==> config.mk <==
export PLATFORM = sky130hd
export DESIGN_NAME = adau1761_codec_ctrl
export DESIGN_NICKNAME = d
export VERILOG_FILES = /design/src/rtl/adau1761_codec_ctrl.sv
export SDC_FILE = /design/constraint.sdc
export NUM_CORES = 1
export LEC_CHECK = 0
export CORE_UTILIZATION = 52
export DETAILED_ROUTE_END_ITERATION = 10
export DONT_BUFFER_PORTS = 1
export PLACE_DENSITY = 0.67
export SLEW_MARGIN = 40
export SYNTH_ARGS = -nofsm -noshare
export SYNTH_HDL_FRONTEND = slang
export SYNTH_SLANG_ARGS = --single-unit
==> constraint.sdc <==
create_clock -name clk_48 -period 4.15 [get_ports clk_48]
set_input_delay 0.415 -clock clk_48 [delete_from_list [all_inputs] [get_ports clk_48]]
set_output_delay 0.415 -clock clk_48 [all_outputs]
set_load 0.02 [all_outputs]
==> src/rtl/adau1761_codec_ctrl.sv <==
// ---------------------------------------------------------------------------
// adau1761_codec_ctrl
//   Control-side front end for the ADAU1761 codec on the Zedboard.
//   - Divides clk_48 by two to produce the codec master clock (24 MHz).
//   - After reset and a start-up idle time, an I2C write master loads a
//     fixed 18-entry register table into the codec. Each entry is one
//     transfer: START, 8'h76, reg_hi, reg_lo, data, STOP, then a bus gap.
//   - A NACK on any byte sets the sticky flag active[1], ends the transfer
//     with STOP and retries the same entry. There is no retry limit.
//   - The line-in gain (registers 400B/400D) is taken from sw, which is
//     sampled when each entry starts.
//
// Optional feature, selected by the macro SW_UPDATE_EN:
//   When it is defined, sw is watched in the DONE state. A change rewrites
//   400B and 400D with the new gain and then returns to DONE.
//   When it is not defined, DONE is terminal until rst.
//
// Ports
//   clk_48            in   48 MHz system clock
//   rst               in   asynchronous, active-high reset
//   sw[1:0]           in   line-in gain select
//   i2c_sda_i         in   SDA level from the IOBUF
//   i2c_sda_o         out  SDA drive value, constant 0 (open drain)
//   i2c_sda_t         out  1 = release SDA, 0 = drive SDA low
//   i2c_scl           out  SCL, push-pull
//   codec_master_clk  out  MCLK = clk_48 / 2
//   active[1:0]       out  [0] configuration done and idle, [1] NACK seen (sticky)
// ---------------------------------------------------------------------------
module adau1761_codec_ctrl #(
  parameter int         STARTUP_CYCLES = 480000,
  parameter int         I2C_QTR        = 120,
  parameter logic [6:0] DEV_ADDR       = 7'h3B
) (
  input  logic       clk_48,
  input  logic       rst,
  input  logic [1:0] sw,
  input  logic       i2c_sda_i,
  output logic       i2c_sda_o,
  output logic       i2c_sda_t,
  output logic       i2c_scl,
  output logic       codec_master_clk,
  output logic [1:0] active
);

  localparam int              QW         = (I2C_QTR > 1) ? $clog2(I2C_QTR) : 1;
  localparam logic [QW-1:0]   QTR_LAST   = QW'(I2C_QTR - 1);
  localparam logic [31:0]     WAIT_LAST  = 32'(STARTUP_CYCLES - 1);
  localparam logic [4:0]      LAST_ENTRY = 5'd17;
  localparam logic [4:0]      GAIN_B     = 5'd2;   // entry 400B <- G
  localparam logic [4:0]      GAIN_D     = 5'd4;   // entry 400D <- G

  typedef enum logic [2:0] {
    S_WAIT,
    S_START,
    S_SEND,
    S_STOP,
    S_GAP,
    S_DONE
  } state_t;

  state_t        state_q, state_d;
  logic [31:0]   wait_q, wait_d;
  logic [QW-1:0] qcnt_q, qcnt_d;     // clk_48 cycles inside the current quarter
  logic [1:0]    qtr_q, qtr_d;       // quarter q0..q3 of the current bit
  logic [3:0]    bit_q, bit_d;       // 0..7 data bits, 8 = ACK bit
  logic [1:0]    byte_q, byte_d;     // address, reg_hi, reg_lo, data
  logic [4:0]    entry_q, entry_d;
  logic [1:0]    gain_sw_q, gain_sw_d;
  logic          nack_q, nack_d;     // NACK in the current transfer
  logic          nack_seen_q, nack_seen_d;
  logic          upd_q, upd_d;       // gain-only rewrite in progress
  logic          scl_q, scl_d;
  logic          sdat_q, sdat_d;
  logic          mclk_q;
  logic [1:0]    sw_s1_q, sw_s2_q;   // sw is asynchronous to clk_48
`ifdef SW_UPDATE_EN
  logic [1:0]    sw_wr_q, sw_wr_d;   // sw value used for the last gain write
`endif

  logic          qtr_end;
  logic          bit_end;
  logic [7:0]    cur_byte;

  function automatic logic [7:0] gain_code(input logic [1:0] g);
    case (g)
      2'b00:   gain_code = 8'h05;
      2'b01:   gain_code = 8'h07;
      2'b10:   gain_code = 8'h0B;
      default: gain_code = 8'h0F;
    endcase
  endfunction

  function automatic logic [15:0] entry_reg(input logic [4:0] idx);
    case (idx)
      5'd0:    entry_reg = 16'h4000;
      5'd1:    entry_reg = 16'h400A;
      5'd2:    entry_reg = 16'h400B;
      5'd3:    entry_reg = 16'h400C;
      5'd4:    entry_reg = 16'h400D;
      5'd5:    entry_reg = 16'h401C;
      5'd6:    entry_reg = 16'h401E;
      5'd7:    entry_reg = 16'h4023;
      5'd8:    entry_reg = 16'h4024;
      5'd9:    entry_reg = 16'h4025;
      5'd10:   entry_reg = 16'h4026;
      5'd11:   entry_reg = 16'h4019;
      5'd12:   entry_reg = 16'h4029;
      5'd13:   entry_reg = 16'h402A;
      5'd14:   entry_reg = 16'h40F2;
      5'd15:   entry_reg = 16'h40F3;
      5'd16:   entry_reg = 16'h40F9;
      5'd17:   entry_reg = 16'h40FA;
      default: entry_reg = 16'h4000;
    endcase
  endfunction

  function automatic logic [7:0] entry_data(input logic [4:0] idx, input logic [1:0] g);
    case (idx)
      5'd0, 5'd1, 5'd3:  entry_data = 8'h01;
      5'd2, 5'd4:        entry_data = gain_code(g);
      5'd5:              entry_data = 8'h21;
      5'd6:              entry_data = 8'h41;
      5'd7, 5'd8,
      5'd9, 5'd10:       entry_data = 8'hE7;
      5'd11, 5'd12,
      5'd13, 5'd17:      entry_data = 8'h03;
      5'd14, 5'd15:      entry_data = 8'h01;
      5'd16:             entry_data = 8'h7F;
      default:           entry_data = 8'h01;
    endcase
  endfunction

  function automatic logic [7:0] tx_byte(input logic [4:0] idx, input logic [1:0] bidx,
                                         input logic [1:0] g);
    logic [15:0] r;
    r = entry_reg(idx);
    case (bidx)
      2'd0:    tx_byte = {DEV_ADDR, 1'b0};
      2'd1:    tx_byte = r[15:8];
      2'd2:    tx_byte = r[7:0];
      default: tx_byte = entry_data(idx, g);
    endcase
  endfunction

  assign qtr_end = (qcnt_q == QTR_LAST);
  assign bit_end = qtr_end && (qtr_q == 2'd3);

  always_comb begin
    state_d     = state_q;
    wait_d      = wait_q;
    qcnt_d      = qcnt_q;
    qtr_d       = qtr_q;
    bit_d       = bit_q;
    byte_d      = byte_q;
    entry_d     = entry_q;
    gain_sw_d   = gain_sw_q;
    nack_d      = nack_q;
    nack_seen_d = nack_seen_q;
    upd_d       = upd_q;
`ifdef SW_UPDATE_EN
    sw_wr_d     = sw_wr_q;
`endif
    scl_d       = 1'b1;
    sdat_d      = 1'b1;
    cur_byte    = 8'h00;

    // Every bus phase (START, bits, STOP, GAP) is four quarters long.
    if (state_q inside {S_START, S_SEND, S_STOP, S_GAP}) begin
      qcnt_d = qtr_end ? '0 : qcnt_q + QW'(1);
      if (qtr_end) qtr_d = qtr_q + 2'd1;
    end

    case (state_q)
      S_WAIT: begin
        if (wait_q == WAIT_LAST) begin
          state_d = S_START;
          entry_d = '0;
        end else begin
          wait_d = wait_q + 32'd1;
        end
      end
      S_START: begin
        if (bit_end) begin
          state_d = S_SEND;
          bit_d   = 4'd0;
          byte_d  = 2'd0;
          nack_d  = 1'b0;
        end
      end
      S_SEND: begin
        // ACK is sampled once, on the first cycle of q3 of the ninth bit.
        if (bit_q == 4'd8 && qtr_q == 2'd3 && qcnt_q == '0 && i2c_sda_i) begin
          nack_d      = 1'b1;
          nack_seen_d = 1'b1;
        end
        if (bit_end) begin
          if (bit_q == 4'd8) begin
            if (nack_d || byte_q == 2'd3) begin
              state_d = S_STOP;
            end else begin
              byte_d = byte_q + 2'd1;
              bit_d  = 4'd0;
            end
          end else begin
            bit_d = bit_q + 4'd1;
          end
        end
      end
      S_STOP: begin
        if (bit_end) state_d = S_GAP;
      end
      S_GAP: begin
        if (bit_end) begin
          if (nack_q) begin
            state_d = S_START;               // retry the same entry
          end else if (upd_q) begin
            if (entry_q == GAIN_B) begin
              entry_d = GAIN_D;
              state_d = S_START;
            end else begin
              upd_d   = 1'b0;
              state_d = S_DONE;
            end
          end else if (entry_q == LAST_ENTRY) begin
            state_d = S_DONE;
          end else begin
            entry_d = entry_q + 5'd1;
            state_d = S_START;
          end
        end
      end
      S_DONE: begin
`ifdef SW_UPDATE_EN
        if (sw_s2_q != sw_wr_q) begin
          upd_d   = 1'b1;
          entry_d = GAIN_B;
          state_d = S_START;
        end
`endif
      end
      default: state_d = S_WAIT;
    endcase

    // Gain select is captured at the start of every entry, retries included.
    if (state_d == S_START && state_q != S_START) begin
      gain_sw_d = sw_s2_q;
`ifdef SW_UPDATE_EN
      if (entry_d == GAIN_D) sw_wr_d = sw_s2_q;
`endif
    end

    // Bus levels are derived from the next state so they line up with it
    // once registered. SDA only moves together with (or after) SCL falling,
    // except for the START fall and STOP rise below.
    cur_byte = tx_byte(entry_d, byte_d, gain_sw_d);
    case (state_d)
      S_START: sdat_d = ~qtr_d[1];
      S_SEND: begin
        scl_d  = qtr_d[1];
        sdat_d = (bit_d == 4'd8) ? 1'b1 : cur_byte[3'd7 - bit_d[2:0]];
      end
      S_STOP: begin
        scl_d  = qtr_d[1];
        sdat_d = (qtr_d == 2'd3);
      end
      default: begin
        scl_d  = 1'b1;
        sdat_d = 1'b1;
      end
    endcase
  end

  always_ff @(posedge clk_48 or posedge rst) begin
    if (rst) begin
      state_q     <= S_WAIT;
      wait_q      <= '0;
      qcnt_q      <= '0;
      qtr_q       <= 2'd0;
      bit_q       <= 4'd0;
      byte_q      <= 2'd0;
      entry_q     <= 5'd0;
      gain_sw_q   <= 2'b00;
      nack_q      <= 1'b0;
      nack_seen_q <= 1'b0;
      upd_q       <= 1'b0;
      scl_q       <= 1'b1;
      sdat_q      <= 1'b1;
      mclk_q      <= 1'b0;
      sw_s1_q     <= 2'b00;
      sw_s2_q     <= 2'b00;
`ifdef SW_UPDATE_EN
      sw_wr_q     <= 2'b00;
`endif
    end else begin
      state_q     <= state_d;
      wait_q      <= wait_d;
      qcnt_q      <= qcnt_d;
      qtr_q       <= qtr_d;
      bit_q       <= bit_d;
      byte_q      <= byte_d;
      entry_q     <= entry_d;
      gain_sw_q   <= gain_sw_d;
      nack_q      <= nack_d;
      nack_seen_q <= nack_seen_d;
      upd_q       <= upd_d;
      scl_q       <= scl_d;
      sdat_q      <= sdat_d;
      mclk_q      <= ~mclk_q;
      sw_s1_q     <= sw;
      sw_s2_q     <= sw_s1_q;
`ifdef SW_UPDATE_EN
      sw_wr_q     <= sw_wr_d;
`endif
    end
  end

  assign i2c_sda_o        = 1'b0;
  assign i2c_sda_t        = sdat_q;
  assign i2c_scl          = scl_q;
  assign codec_master_clk = mclk_q;
  assign active           = {nack_seen_q, (state_q == S_DONE)};

endmodule

======== After elaboration in Yosys (flattened, before gate mapping) ========
Memory sizes are Yosys's and may differ from the RTL's.
Cells that the tools add are included.
Widths: inputs -> output; s select.
word-level totals
  memories ................................ 1
  register bits after elaboration ......... 67
  ROM bits ................................ 256
operators by class
  equal/unequal tests ..................... 36
  mux-type cells .......................... 47
  reductions and logical operators ........ 20
  $add $sub $neg .......................... 7
  order comparisons ....................... 1
  bitwise operators ....................... 4
memories
  memory            words  bits a word  rd ports  clocked after Yosys merged registers in  write ports  RTL line  RTL
  (name not given)  32     8            1         0                                        0            94        case (idx)
operator list
  cell                   count
  $pmux 8 s6             1
  $mux 3                 11
  $add 32x1->32 const B  1
  $eq 32x19->1 const B   1
  $eq 5x4->1 const B     6
  $mux 5                 6
  $pmux 8 s3             1
  $eq 5x3->1 const B     4
  $pmux 3 s6             1
  $mux 4                 4
  $eq 5x5->1 const B     3
  $mux 2                 7
  $eq 3x2->1 const B     4
  $pmux 4 s3             1
  $eq 2x2->1 const B     5
  $eq 5x2->1 const B     2
  $pmux 5 s2             1
  $eq 4x4->1 const B     2
  $mux 1                 8
  $pmux 4 s2             1
  $reduce_or 4->1        2
  $add 7x1->7 const B    1
  $eq 7x7->1 const B     1
  $logic_not 7->1        1
  other kinds (25)       40

======== Depth between registers and ports, before layout ========
Gate-level depths: netlist (run 1).
  depth in word-level cells ............... 22
  depth in mapped cells ................... 16

======== Worst setup path before layout (run 1) ========
Ideal clock, no wire load.
  path type ............................... reg2reg
  start ................................... register entry_q[1]
  end ..................................... register sdat_q (netlist: i2c_sda_t)
  stages on the path, launching flop included .. 15
  data required time ...................... 4.054 ns
  path buffers ............................ 0
  path slack .............................. 0.777 ns
  arrival time ............................ 3.277 ns
  cell sequence ........................... dfrtp_1 -> inv_1 -> ha_1 -> or3b_1 -> a211o_1 -> and2_1 -> o32ai_2 -> ha_1 -> nor3_1 -> a31oi_1 -> a22oi_1 -> o211a_1 -> a2111oi_0 -> o21ai_1 -> o32ai_1
RTL lines
  what                                                RTL line  RTL
  start: declaration                                  67        logic [4:0] entry_q, entry_d;
  start signal: assignment                            301       entry_q <= entry_d;
  $add 5x1->5, or another cell as far along           227       entry_d = entry_q + 5'd1;
  $mux 5, on equally long branches                    224, 217
  $mux 5                                              216       end else if (upd_q) begin
  $mux 5                                              214       if (nack_q) begin
  $mux 5                                              213       if (bit_end) begin
  $pmux 5 s2 *                                        173       case (state_q)
  named net entry_d[1]                                67
  $eq 5x4->1, or another cell as far along            118       case (idx)
  $reduce_or 4->1 or $reduce_or 2->1 (tied branches)  118
  $pmux 8 s6                                          118
  $pmux 8 s3 *                                        137       case (bidx)
  $bmux 1 s3 *                                        260       sdat_d = (bit_d == 4'd8) ? 1'b1 : cur_byte[3'd7 - bit_d[2:0]];
  $mux 1 (implied by the code) *                      260
  $mux 1 *                                            260
  $pmux 1 s3 *                                        256       case (state_d)
  named net sdat_d                                    73        logic sdat_q, sdat_d;
  end signal: assignment                              307       sdat_q <= sdat_d;
  end: declaration                                    73
Mark *: on every way through the listed nets, which the timed path passes. The rest lies on a longest branch. The select of a mux whose other input is x is not followed.
A chain may end at the register's enable or synchronous reset.

======== Worst setup path after layout (run 1) ========
  start ................................... register entry_q[1]
  end ..................................... register sdat_q (netlist: i2c_sda_t)
RTL lines
  what                                                RTL line
  $eq 5x5->1 or $eq 5x2->1 (tied branches)            224, 217
  $mux 5, on equally long branches                    224, 217
  $mux 5 *                                            216
  $mux 5 *                                            214
  $mux 5 *                                            213
  $pmux 5 s2 *                                        173
  named net entry_d[0]                                67
  $eq 5x4->1, or another cell as far along            118
  $reduce_or 4->1 or $reduce_or 2->1 (tied branches)  118
  $pmux 8 s6                                          118
  $pmux 8 s3 *                                        137
  $bmux 1 s3 *                                        260
  $mux 1 (implied by the code) *                      260
  $mux 1 *                                            260
  $pmux 1 s3 *                                        256
  named net sdat_d                                    73
Marked as above.

==> results of run 1 <==
-- flip-flops by register name, summed over array words and instances (netlist names), 2 cells and up --
signal and flops:
byte_q 2, sw_s2_q 2, wait_q 32, sw_s1_q 2, qcnt_q 7, state_q 3, bit_q 4, qtr_q 2
entry_q 5, gain_sw_q 2
-- power groups by stage --
stage	Combinational (W)	Sequential, W	Clock [W]
after floorplan	0.0000115	0.000668	0
after global placement	0.0000153	0.000668	0
after detailed placement	0.0000159	0.000668	0
after CTS	0.0000160	0.000655	0.000516
after global routing	0.0000178	0.000655	0.000546
final	0.0000146	0.000655	0.000499
-- worst paths after layout --
check / start / endpoint / slack [ps] / depth (start not counted)
worst max-delay path: entry_q[1] / i2c_sda_t / 310 / 16
worst min-delay path: rst / wait_q[9] / 10 / 1
worst max register to register: entry_q[1] / i2c_sda_t / 310 / 16
worst min register to register: sw_s1_q[0] / sw_s2_q[0] / 350 / 0
max in group asynchronous: rst / upd_q / 3430 / 2
min in group clk_48: sw[0] / sw_s1_q[0] / 100 / 0
-- per-stage QoR --
step           hold slack, ps  cells  area (µm²)  setup slack, ps  power [W]
6_report                 14.6    563        4530              309    0.00117
5_1_grt                  51.1    563        4530             28.7    0.00122
4_1_cts                  29.7    563        4510              295    0.00119
3_5_place_dp              335    548        4330              317   0.000684
3_3_place_gp              338    548        4330              479   0.000683
2_1_floorplan             331    457        4260              777   0.000679
-- cells by family after synthesis --
family          count (synthesis)
xor+xnor                       37
simple gates                  195
mux                            12
buf+inv                        41
compound gates                 88
fa+ha+maj                      16
other cells                     1
flops                          67
-- synth_stat cells, drive strengths merged (4+ instances only) --
| cell type | count | area share (%) |
|---|---|---|
| inv | 25 | 2.4 |
| nor2b | 4 | 0.59 |
| nor4b | 4 | 0.82 |
| a31oi | 6 | 0.88 |
| a2111oi | 5 | 1.5 |
| clkbuf | 8 | 0.70 |
| ha | 16 | 4.7 |
| dfrtp | 65 | 38 |
| o211ai | 4 | 1.1 |
| xor2 | 12 | 2.5 |
| o21ai | 21 | 2.5 |
| buf | 8 | 1.6 |
| mux2 | 9 | 2.5 |
| xnor2 | 25 | 5.1 |
| nor3 | 16 | 2.3 |
| a21oi | 21 | 2.5 |
| nand4 | 15 | 2.2 |
| nor4 | 9 | 1.8 |
| nor2 | 39 | 3.5 |
| or4 | 5 | 0.97 |
| and2 | 9 | 1.3 |
| or3 | 5 | 0.73 |
| nand2 | 41 | 3.6 |
| and3 | 7 | 1.1 |
| nand3 | 22 | 2.6 |
-- area by class of cell --
| class | instances | share of cell area, % |
|---|---|---|
| clock inverters | 5 | 0.857 |
| well taps | 102 | 2.82 |
| inverters | 25 | 2.29 |
| multi-input cells | 349 | 53.1 |
| repair buffers | 5 | 0.829 |
| flip-flops and latches | 67 | 37.1 |
| clock buffers | 10 | 3.04 |
-- routing by layer --
metal	GRT usage [%]	vias up	share of wire, %
met5	0	-	0
met4	8.46	0	2.1
met3	5.09	22	4.9
li1	-	1666	-
met1	32.8	1559	50
met2	34.2	87	43
-- placed cells by master (no fill, tap or decap), types with 5 or more instances in the layout --
cell type,n
a21oi_1,21
a31oi_1,6
and2_1,9
and3_1,6
buf_4,5
clkbuf_8,10
dfrtp_1,65
ha_1,16
inv_1,19
mux2_2,6
nand2_1,41
nand3_1,22
nand4_1,15
nor2_1,38
nor3_1,14
nor4_1,6
o21ai_0,18
or3_1,5
xnor2_1,25
xor2_1,12
==> results.toml, run 1 <==
[cells_and_area]
syn2layout_area_growth_pct = 6.19
regArea_mm2 = 0.00168
fin_util_pct = 57.7
final_nets = 478
multi_input_area_mm2 = 0.00240
diodes = 0
drive_above_1_share_pct = 11.1
nFillCells = 715

[die]
start_util_pct = 54.3
dieArea_mm2 = 0.00857
die_height_um = 92.6
boundaryPins = 11
core_mm2 = 0.00785
rows = 32
die_width_um = 92.6

[sta]
final.setup_skew_ps = 16.9
fin_crit_sh_pct = 92.6
hold_viol = 0
tightest_slew_ps = 756
period_minus_slack_ps = 3840
grt_setup_unrepaired = "no"
setup_violations = 0
slew_headroom_pct = 49.4
max_freq_mhz = 260
drv_slew = 0
finalSetupTns_ps = 0

[detailed_routing]
viasPerCell = 5.92
postRouteAntennaNets = 0
totalWireLength_mm = 9.07
drc = 0
wl_per_cell_um = 16.1
dr.first_iter.drc_count = 206
dr.pass1.iters = 7
num_vias = 3334

[synthesis]
synth_compound_area_share_pct = 15.0
synthSimpleGateAreaFrac_pct = 25.4
yosys.area_share.xor_xnor_pct = 7.60
synth-edff-count = 0
synth-seq-cells = 67
synth-warning-count = 0
synthArstFlopShare_pct = 100
ys_seq_area_share_pct = 39.4
yosys_most_used_dff = "dfrtp_1"
yosys.cell_types.count = 78
syn_avg_cell_area_um2 = 9.33
synth_top_family_by_area = "simple AND/OR/NAND/NOR gates"
synthAdderAreaFrac_pct = 4.69
synth_cells = 457
synth.net_count = 478
synthMuxAreaShare_pct = 3.17
netlist_area_mm2 = 0.00426

[power]
power_switching_w = 0.000281
power_density_mw_per_mm2 = 258
peakVddDrop_mv = 0.211
power.internal_w = 0.000889
seqPwrFrac_pct = 56.0
p_clk_share_pct = 42.7
swShare_pct = 24.0
leakage_nw = 1.92
pwr-share-comb_pct = 1.3

[clock_tree]
holdBufCountCts = 0
root_buffer = "clkbuf_8"
cts.path.max_buffers = 2
cts-resized-gates = 0
tritoncts = "done"
htree_num_levels = 3
cts_sinks = 67
numCtsBuffers = 9
cts_setup_buffers = 0
clk_latency_ps = 350
cts.reportedPaths.clkPinSlew_ps = 90

[critical_path]
critical_path.max_stage_delay_ps = 410
arrival_ps = 4110
cp_slowest_cell = "dfrtp_1"
worst-path-buf-inv = 2
cp.required_ps = 4410
path_class = "reg2reg"
path_cells = "inv_1 -> ha_1 -> or3b_1 -> a211o_1 -> and2_1 -> o21ai_0 -> and2_1 -> inv_1 -> ha_1 -> nor3_1 -> a31oi_1 -> a22oi_1 -> nor2_1 -> a2111o_1 -> o21ai_1 -> o32ai_1"
cp-start-kind = "flip-flop"
end_kind = "flip-flop"
crit_path_max_fanout = 5
crit_family = "compound AO/OA/AOI/OAI gates"

[placement]
dp.final_hpwl_mm = 6.64
finalWeightedCongestion = 0.895
numPortBuffers = 0

[global_route]
grt_pass1_wl_mm = 15.5
first_global_vias = 3214
grt_overflow = 0
grt_usage_pct = 23.1
grt_max_degree = 49
antenna_found_initial = 0

[outcome]
status = "complete, no violations"

[worst_hold_path]
hold_class = "in2async"

[run]
drv_cap = 0
No activity file was read; power rests on OpenSTA's default activity.
==> run 2: changes to the inputs <==
--- a/config.mk
+++ b/config.mk
@@ -6,9 +6,11 @@
 export NUM_CORES = 1
 export LEC_CHECK = 0
 export CORE_UTILIZATION = 52
+export CTS_BUF_LIST = sky130_fd_sc_hd__clkbuf_16
 export DETAILED_ROUTE_END_ITERATION = 10
 export DONT_BUFFER_PORTS = 1
 export PLACE_DENSITY = 0.67
+export REMOVE_ABC_BUFFERS = 1
 export SLEW_MARGIN = 40
 export SYNTH_ARGS = -nofsm -noshare
 export SYNTH_HDL_FRONTEND = slang
==> results.toml, run 2 (same netlist as run 1, synthesis figures left out) <==
[sta]
drv_slew = 0
setup_violations = 0
finalSetupTns_ps = 0
fin_crit_sh_pct = 93.8
slew_headroom_pct = 53.2
max_freq_mhz = 257
period_minus_slack_ps = 3890
hold_ws_ps = 35.3
setup_ws_ps = 257
grt_setup_unrepaired = "no"
hold_viol = 0
final.setup_skew_ps = 10.0
tightest_slew_ps = 700

[detailed_routing]
dr.first_iter.drc_count = 138
dr.pass1.iters = 6
wl_per_cell_um = 16.8
drc = 0
totalWireLength_mm = 9.48
postRouteAntennaNets = 0
num_vias = 3413
viasPerCell = 6.05

[global_route]
antenna_found_initial = 0
grt_overflow = 0
grt_pass1_wl_mm = 16.2
first_global_vias = 3353
grt_usage_pct = 24.2
grt_max_degree = 36

[cells_and_area]
syn2layout_area_growth_pct = 8.48
top_regs = "wait_q x32, qcnt_q x7, entry_q x5"
fin_area_mm2 = 0.00463
final_cell_mix = "dfrtp_1, nand2_1, nor2_1"
largest_reg_flops = 32
drive_above_1_share_pct = 10.6
largest-register = "wait_q"
final_nets = 478
final_common_cell = "dfrtp_1"
diodes = 0

[critical_path]
arrival_ps = 4140
rrSetupSlack_ps = 260
reg2regPathDepth = 15
crit_start = "entry_q[1]"
cp.required_ps = 4390
r2r_end = "i2c_sda_t"
path_class = "reg2reg"
timing.rr.start = "entry_q[1]"
cp-start-kind = "flip-flop"
end_kind = "flip-flop"
crit_path_max_fanout = 7

[clock_tree]
clk_latency_ps = 330
root_buffer = "clkbuf_16"
cts.path.max_buffers = 2
cts-resized-gates = 0
tritoncts = "done"
cts_setup_buffers = 0
cts_sinks = 67
holdBufCountCts = 0
numCtsBuffers = 9
cts.reportedPaths.clkPinSlew_ps = 60
htree_num_levels = 3

[placement]
finalWeightedCongestion = 0.929
numPortBuffers = 0
pre_cts_slack_ps = 353
dpl-instance-area_mm2 = 0.00433
dp.final_hpwl_mm = 6.82

[power]
peakVddDrop_mv = 0.173
leakage_nw = 1.98
total_power_w = 0.00143
power_density_mw_per_mm2 = 308

[die]
boundaryPins = 11
core_mm2 = 0.00785
dieArea_mm2 = 0.00857
start_util_pct = 54.3
rows = 32
die_height_um = 92.6
die_width_um = 92.6

[run]
drv_cap = 0

[worst_hold_path]
hold_class = "in2async"

[outcome]
status = "complete, no violations"
==> run 2: area by class of cell <==
type / count / area [µm²]
clock buffer: 9 / 225
clock inverter: 7 / 68.8
fill: 685 / 3220
inverter: 25 / 103
multi-input combinational: 349 / 2380
sequential: 67 / 1680
tap: 102 / 128
timing repair buffer: 5 / 37.5
==> run 2: worst max-delay path: stages, from the launching register on <==
cell and delay, ps:
dfrtp_1 410, inv_1 100, ha_1 160, or3b_1 340, a211o_1 320, and2_1 170
o32ai_2 570, inv_2 170, ha_1 290, nor3_1 250, a31oi_1 80, a22oi_1 240
nor2_1 70, a2111o_1 360, o21ai_1 150, o32ai_1 110
==> run 2: power by group <==
| part | total (W) | internal, W | leakage [nW] | switching [W] |
|---|---|---|---|---|
| Clock | 0.000755 | 0.000464 | 0.149 | 0.000291 |
| Sequential | 0.000657 | 0.000656 | 0.896 | 0.000000914 |
| Combinational | 0.0000149 | 0.00000107 | 0.939 | 0.0000138 |
==> run 2: metrics by stage <==
step                instances  utilization, %
floorplan                 441               -
global placement          548            55.2
detailed placement        548            55.2
CTS                       564            58.9
global route              564            58.9
finish                    564            58.9
==> run 2: routing by layer <==
layer	routed length (µm)	vias up	track usage, %
met5	0	-	0
met4	102	0	8.33
met3	312	10	4.11
met2	4390	76	38.0
met1	4680	1652	33.9
li1	-	1675	-
==> run 2: worst max-delay path by stage <==
| stage | to | slack, ps | cells past startpoint |
|---|---|---|---|
| after CTS | i2c_sda_t | 310 | 15 |
| after floorplan | i2c_sda_t | 760 | 14 |
| after global placement | i2c_sda_t | 380 | 15 |
| after global routing | i2c_sda_t | 40 | 15 |
| final | i2c_sda_t | 260 | 15 |
| after detailed placement | i2c_sda_t | 350 | 14 |
==> run 3: changes to the inputs <==
--- a/config.mk
+++ b/config.mk
@@ -9,7 +9,7 @@
 export CTS_BUF_LIST = sky130_fd_sc_hd__clkbuf_16
 export DETAILED_ROUTE_END_ITERATION = 10
 export DONT_BUFFER_PORTS = 1
-export PLACE_DENSITY = 0.67
+export PLACE_DENSITY_LB_ADDON = 0.3
 export REMOVE_ABC_BUFFERS = 1
 export SLEW_MARGIN = 40
 export SYNTH_ARGS = -nofsm -noshare
==> results.toml, run 3 (same netlist as run 1, synthesis figures left out) <==
[placement]
finalWeightedCongestion = 0.968
pre_cts_slack_ps = 248
dp.final_hpwl_mm = 6.84
dp_cells = 550
numPortBuffers = 0

[cells_and_area]
final_cell_mix = "dfrtp_1, nand2_1, nor2_1"
drive_above_1_share_pct = 11.2
largest_reg_flops = 32
largest-register = "wait_q"
nFillCells = 648
diodes = 0
final_nets = 480
fin_util_pct = 58.9
regArea_mm2 = 0.00168
multi_input_area_mm2 = 0.00240
syn2layout_area_growth_pct = 8.42
top_regs = "wait_q x32, qcnt_q x7, entry_q x5"
final_cells = 565
final_common_cell = "dfrtp_1"

[critical_path]
worst-path-buf-inv = 2
crit_path_max_fanout = 5
path_class = "reg2reg"
end_kind = "flip-flop"
cp.required_ps = 4400
crit_family = "compound AO/OA/AOI/OAI gates"
cp_slowest_cell = "dfrtp_1"
arrival_ps = 4150
path_cells = "inv_1 -> ha_1 -> or3b_1 -> a211o_1 -> and2_1 -> o21ai_0 -> and2_1 -> inv_1 -> ha_1 -> nor3_1 -> a31oi_1 -> a22oi_1 -> nor2_1 -> a2111o_1 -> o21ai_1 -> o32ai_1"
critical_path.max_stage_delay_ps = 410
cp-start-kind = "flip-flop"

[clock_tree]
clk_latency_ps = 330
numCtsBuffers = 9
cts.reportedPaths.clkPinSlew_ps = 60
cts-resized-gates = 0
cts.path.max_buffers = 2
htree_num_levels = 3
cts_sinks = 67
tritoncts = "done"
cts_setup_buffers = 0
root_buffer = "clkbuf_16"
holdBufCountCts = 0

[power]
power_density_mw_per_mm2 = 290
leakage_nw = 1.97
swShare_pct = 21.5
power.internal_w = 0.00105
p_clk_share_pct = 49.9
peakVddDrop_mv = 0.203
power_switching_w = 0.000288
pwr-share-comb_pct = 1.1
seqPwrFrac_pct = 49.0

[die]
rows = 32
core_mm2 = 0.00785
start_util_pct = 54.3
die_height_um = 92.6
dieArea_mm2 = 0.00857
die_width_um = 92.6
boundaryPins = 11

[detailed_routing]
wl_per_cell_um = 16.8
totalWireLength_mm = 9.51
postRouteAntennaNets = 0
num_vias = 3497
dr.first_iter.drc_count = 216
drc = 0
viasPerCell = 6.19
dr.pass1.iters = 5

[sta]
max_freq_mhz = 256
final.setup_skew_ps = 6.64
tightest_slew_ps = 732
slew_headroom_pct = 50.7
drv_slew = 0
finalSetupTns_ps = 0
setup_violations = 0
fin_crit_sh_pct = 94.2
period_minus_slack_ps = 3910
hold_viol = 0
setup_ws_ps = 242

[global_route]
first_global_vias = 3250
grt_usage_pct = 23.3
grt_max_degree = 38
grt_pass1_wl_mm = 15.6
grt_overflow = 0
antenna_found_initial = 0

[worst_hold_path]
hold_class = "in2async"

[outcome]
status = "complete, no violations"

[run]
drv_cap = 0
-- run 3: changes by cell type in the layout (fill, tap and decap cells not counted), sizes merged --
cell,delta
bufinv,-1
inv,-1
clkinvlp,+2
clkinv,-1
buf,+2
-- run 3: worst paths after layout --
kind	from	end	slack [ps]	cells after the start
max	entry_q[1]	i2c_sda_t	240	16
min	rst	wait_q[28]	50	1
max reg2reg	entry_q[1]	i2c_sda_t	240	16
min reg2reg	sw_s1_q[1]	sw_s2_q[1]	350	0
max in group asynchronous	rst	i2c_scl	3150	2
min in group clk_48	sw[1]	sw_s1_q[1]	110	0
-- run 3: worst reg2reg max path: cells and delay by family, from the launching register on --
kind                     cells  cell delay, ps
adder cells (fa/ha/maj)      2             440
flip-flops                   1             410
buffers and inverters        2             250
AND/OR/NAND/NOR              5            1170
AO/OA/AOI/OAI                7            1550
-- run 3: power groups by stage --
stage	sequential (W)	combinational (W)	clock (W)
2_1_floorplan	0.000668	0.0000107	0
3_3_place_gp	0.000668	0.0000150	0
3_5_place_dp	0.000668	0.0000153	0
4_1_cts	0.000657	0.0000154	0.000675
5_1_grt	0.000657	0.0000178	0.000704
6_report	0.000657	0.0000143	0.000668
-- run 3: cell type report --
cell class | count | area share [%]
Clock buffer | 9 | 4.87
Sequential cell | 67 | 36.3
Inverter | 25 | 2.19
Tap cell | 102 | 2.76
Timing Repair Buffer | 7 | 1.14
Clock inverter | 6 | 0.731
Multi-Input combinational cell | 349 | 52.0
-- run 3: metal layers --
layer	wire, µm	up-vias	GRT usage, %
met4	228	0	9.51
met3	497	22	3.78
met2	4330	124	36.0
met5	0	-	0
met1	4450	1687	32.4
li1	-	1664	-
-- run 3: per-stage QoR --
step	area (µm²)	hold WS, ps	total power, W
3_5_place_dp	4350	338	0.000683
3_3_place_gp	4350	336	0.000683
5_1_grt	4620	106	0.00138
2_1_floorplan	4170	331	0.000679
6_report	4620	51.2	0.00134
4_1_cts	4600	71.9	0.00135
